===== config.mk =====
export PLATFORM = sky130hd
export DESIGN_NAME = rv_stream_fifo
export DESIGN_NICKNAME = d
export VERILOG_FILES = /design/src/rtl/rv_dpram.sv /design/src/rtl/rv_stream_fifo.sv
export SDC_FILE = /design/constraint.sdc
export NUM_CORES = 1
export LEC_CHECK = 0
export ABC_CLOCK_PERIOD_IN_PS = 9900
export CELL_PAD_IN_SITES_DETAIL_PLACEMENT = 0
export CELL_PAD_IN_SITES_GLOBAL_PLACEMENT = 1
export CORE_UTILIZATION = 58
export CTS_BUF_LIST = sky130_fd_sc_hd__clkbuf_16
export CTS_CLUSTER_SIZE = 28
export DETAILED_ROUTE_END_ITERATION = 10
export MAX_ROUTING_LAYER = met4
export PLACE_DENSITY = 0.88
export SKIP_LAST_GASP = 1
export SLEW_MARGIN = 20
export SYNTH_ARGS = -nofsm -noshare
export SYNTH_HDL_FRONTEND = slang
export SYNTH_SLANG_ARGS = --single-unit

===== constraint.sdc =====
create_clock -name clk -period 9.9 [get_ports clk]
set_input_delay 2.97 -clock clk [delete_from_list [all_inputs] [get_ports clk]]
set_output_delay 2.97 -clock clk [all_outputs]
set_load 0.02 [all_outputs]

===== src/rtl/rv_dpram.sv =====
// Simple two-port RAM: one synchronous write port and one registered read port.
// The read register holds its last value whenever rd_en is low.
module rv_dpram #(
  parameter int WIDTH = 32,
  parameter int DEPTH = 16
) (
  input  logic                     clk,
  input  logic                     wr_en,
  input  logic [$clog2(DEPTH)-1:0] wr_addr,
  input  logic [WIDTH-1:0]         wr_data,
  input  logic                     rd_en,
  input  logic [$clog2(DEPTH)-1:0] rd_addr,
  output logic [WIDTH-1:0]         rd_data
);

  function automatic int clog2(input int value);
    int result;
    result = 0;
    for (int i = 0; i < 32; i++) begin
      if ((1 << result) < value) result = result + 1;
    end
    return result;
  endfunction

  localparam int AW = clog2(DEPTH);

  logic [WIDTH-1:0] mem [DEPTH];

  always_ff @(posedge clk) begin
    if (wr_en) mem[wr_addr] <= wr_data;
  end

  always_ff @(posedge clk) begin
    if (rd_en) rd_data <= mem[rd_addr];
  end

  logic [AW-1:0] unused_aw;
  assign unused_aw = wr_addr ^ rd_addr;

endmodule


===== src/rtl/rv_stream_fifo.sv =====
// Ready/valid stream FIFO built around rv_dpram; the RAM read register doubles
// as the first-word-fall-through output stage, so count = RAM entries + out_valid.
module rv_stream_fifo #(
  parameter int WIDTH = 32,
  parameter int DEPTH = 16
) (
  input  logic                   clk,
  input  logic                   rst,
  input  logic                   in_valid,
  output logic                   in_ready,
  input  logic [WIDTH-1:0]       in_data,
  output logic                   out_valid,
  input  logic                   out_ready,
  output logic [WIDTH-1:0]       out_data,
  output logic [$clog2(DEPTH):0] count
);

  function automatic int clog2(input int value);
    int result;
    result = 0;
    for (int i = 0; i < 32; i++) begin
      if ((1 << result) < value) result = result + 1;
    end
    return result;
  endfunction

  localparam int AW = clog2(DEPTH);
  localparam logic [AW:0] MEM_FULL = (AW+1)'(DEPTH);

  logic [AW-1:0] wr_ptr;
  logic [AW-1:0] rd_ptr;
  logic [AW:0]   mem_cnt;
  logic          wr_fire;
  logic          rd_issue;

  assign in_ready = (mem_cnt < MEM_FULL);
  assign wr_fire  = in_valid && in_ready;
  // mem_cnt excludes the word being written this edge, so a read never races its write
  assign rd_issue = (mem_cnt != '0) && (!out_valid || out_ready);
  assign count    = mem_cnt + (AW+1)'(out_valid);

  always_ff @(posedge clk or posedge rst) begin
    if (rst) begin
      wr_ptr    <= '0;
      rd_ptr    <= '0;
      mem_cnt   <= '0;
      out_valid <= 1'b0;
    end else begin
      if (wr_fire)  wr_ptr <= wr_ptr + AW'(1);
      if (rd_issue) rd_ptr <= rd_ptr + AW'(1);
      case ({wr_fire, rd_issue})
        2'b10:   mem_cnt <= mem_cnt + (AW+1)'(1);
        2'b01:   mem_cnt <= mem_cnt - (AW+1)'(1);
        default: mem_cnt <= mem_cnt;
      endcase
      if (rd_issue)       out_valid <= 1'b1;
      else if (out_ready) out_valid <= 1'b0;
    end
  end

  rv_dpram #(
    .WIDTH(WIDTH),
    .DEPTH(DEPTH)
  ) u_ram (
    .clk    (clk),
    .wr_en  (wr_fire),
    .wr_addr(wr_ptr),
    .wr_data(in_data),
    .rd_en  (rd_issue),
    .rd_addr(rd_ptr),
    .rd_data(out_data)
  );

endmodule


==> metrics.txt <==
CTS root buf clkbuf_16; vias in the first global route 10,700; status complete, no violations; first-pass GRT wire length 62.9 mm; most frequent cells in the layout 544 x edfxtp_1, 129 x mux2i_1, 74 x clkdlybuf4s50_1; worst-path cell chain clkdlybuf4s50_1 > inv_1 > a21oi_4 > buf_4 > ha_1 > inv_1 > fa_1 > nor2b_1 > o21ai_0 > nand3_1 > or3b_1 > xnor2_1; initial antenna violation count 1; Seq. cell area 0.0167 mm2; reg2reg setup slack 5.98 ns; CTS tree built; R2R Path End u_ram.rd_data[5]; Data required, critical path 10.35 ns; Vias per Instance 6.31; hold_buf cts 0; TNS Setup 0 ns; largest area contributor in the netlist edfxtp_1; R2R cell count 5; WL met2 20.4 mm; Die Y 195 um; CP startpoint out_ready; synthesized area per cell 20.5 um2; Worst EP arrival 5.87 ns; worst skew pair latency 0.57 ns; gr ovfl total 0; DRT Pass-1 Iters 7; max incr delay on CP 0.55 ns; CTS Sinks 558; sw power 2.08 mW; Netlist Area Pre-Place 0.0215 mm2; Clock Tree Buf Depth 3; Most Frequent Cell on Critical Path inv_1; max cap viols 0; Sw Ratio 30.1%; Area Growth Syn to Fin 12.6%; Tot GR Track Use 23.1%; Internal 4.84 mW; Slew @ Worst Pin 1.09 ns; DR WL met3 2.51 mm; DR top layer met4; post-route minimum period 5.42 ns; core area 0.0365 mm2; Critical Path End mem_cnt[4]; DR WL/cell 25.1 um; FILL cells 2,264; register area share after synthesis 77.6%; Crit path buffers/inverters 4; reg2reg start rd_ptr[0]; vias 10,400; Clock Pin Slew Worst Setup and Hold Paths 0.06 ns; Die X-Extent 195 um; RSZ-0062 raised after global routing false; Post-CTS Setup Repair Bufs 0; Worst Hold Class flop to flop; Rows 70; DR iter-0 viols 881; Final Power 6.92 mW; Final Max Slew Viols 0; Syn Nets 1,099; P_leak 8.12 nW; Num CTS Buffers 52; FMAX 184 MHz; CP top delay family buffers and inverters; Initial Util 58.9%; post-route ant nets 0; WP depth 12; highest-delay cell along the critical path buf_4; Clock Power Share 28.0%; skew final 0.0114 ns; Area contributors post-synth edfxtp_1 76%, mux4_2 6.3%, mux2i_1 6.0%; largest net degree at the start of global routing 66; synthesized flop and latch total 558; Flop pwr share 43.8%; Pwr per Cell Area 286 mW/mm2; htree depth 2; GPL Wtd Cong 0.730; multi-input logic area 0.00442 mm2; IO Port Bufs 74; Max transition margin 27.6%; Worst VDD drop 0.205 mV; share of Yosys cell area claimed by the top area cell type 76.0%; crit path max fanout 37; CP Class input port to flop; Comb power frac 28.2%; Metal-1 WL 17.4 mm; crit share post-route 54.8%; Nets 1,181; Synth cell types 33; residual DRC count 0; Post-Syn Instances 1,051; share of layout cells above drive strength 1 13.9%; CP Capture Type flop; Die ar. 0.0378 mm2; Total Routed Length 41.3 mm; commonest non-fill, non-tap cell in the layout edfxtp_1; Post-CTS Resized 0; Final setup viols 0; dpl hpwl 21.4 mm; crit path launch type input port; Yosys warning count 0; final count of hold timing violations 0; num ports 75
==> worst reg2reg max path: cells and delay by family (launching register included) <==
family | cells | cell delay, ns
multiplexers | 1 | 0.73
AND/OR/NAND/NOR | 1 | 0.09
buffers and inverters | 2 | 1.49
AO/OA/AOI/OAI | 1 | 0.23
flip-flops | 1 | 1.13
==> synthesized netlist by cell type, drive strengths merged <==
master,n
edfxtp,544
mux2i,129
a221oi,64
mux4,64
nand2,38
o21ai,37
buf,36
a22oi,32
clkbuf,19
and2,17
dfrtp,14
inv,12
ha,11
xnor2,9
nand3,4
xor2,4
a21oi,3
nor2b,3
nor2,2
a21o,1
and3,1
fa,1
mux2,1
nand4,1
nor3,1
nor3b,1
or3b,1
or4,1
==> cell type report <==
cell class | count | share of cell area (%)
Inverter | 12 | 0.186
Sequential cell | 558 | 68.9
Clock buffer | 53 | 5.48
Multi-Input combinational cell | 426 | 18.2
Clock inverter | 41 | 1.41
Tap cell | 468 | 2.42
Antenna cell | 1 | 0.0103
Timing Repair Buffer | 83 | 3.34
==> power groups by stage <==
| stage | clock, mW | sequential, mW | combinational, mW |
|---|---|---|---|
| final | 1.94 | 3.03 | 1.95 |
| after global routing | 2.05 | 3.06 | 2.09 |
| after CTS | 1.95 | 3.04 | 1.97 |
| after detailed placement | 0 | 3.08 | 1.95 |
| after global placement | 0 | 3.07 | 1.90 |
| after floorplan | 0 | 3.08 | 1.37 |
==> how the worst min path moves through the flow <==
stage	from	endpoint	slack [ns]	cells past startpoint
4_1_cts	wr_ptr[3]	wr_ptr[3]	0.55	1
5_1_grt	wr_ptr[3]	wr_ptr[3]	0.59	1
6_report	wr_ptr[3]	wr_ptr[3]	0.55	1
3_5_place_dp	wr_ptr[3]	wr_ptr[3]	0.54	1
3_3_place_gp	wr_ptr[3]	wr_ptr[3]	0.54	1
2_1_floorplan	mem_cnt[0]	mem_cnt[0]	0.49	1
==> per-stage QoR <==
stage	util, %	setup slack, ns	area (um2)	hold WS, ns	cells
3_5_place_dp	61.7	3.88	22500	0.539	1547
3_3_place_gp	61.7	3.95	22500	0.536	1547
2_1_floorplan	-	4.12	21500	0.492	1051
6_report	66.3	4.48	24200	0.549	1642
5_1_grt	66.3	4.27	24200	0.593	1642
4_1_cts	66.3	4.46	24200	0.548	1641
==> state kept, by name, indices dropped and copies added, names as in the netlist <==
register,count
mem_cnt,5
out_valid,1
rd_ptr,4
u_ram.mem,512
u_ram.rd_data,32
wr_ptr,4
==> layer usage <==
metal / track usage [%] / vias up
li1: - / 4514
met1: 31.0 / 5360
met2: 36.6 / 401
met3: 3.89 / 79
met4: 7.11 / 0
met5: - / -
==> kinds of logic after synthesis <==
group,after synthesis,share of synthesized area [%]
compound gates,137,4.71
xor+xnor,13,0.530
fa+ha+maj,12,0.733
buf+inv,67,2.02
flops,558,77.6
mux,194,12.8
simple gates,70,1.57
(Power assumes the default switching activity.)
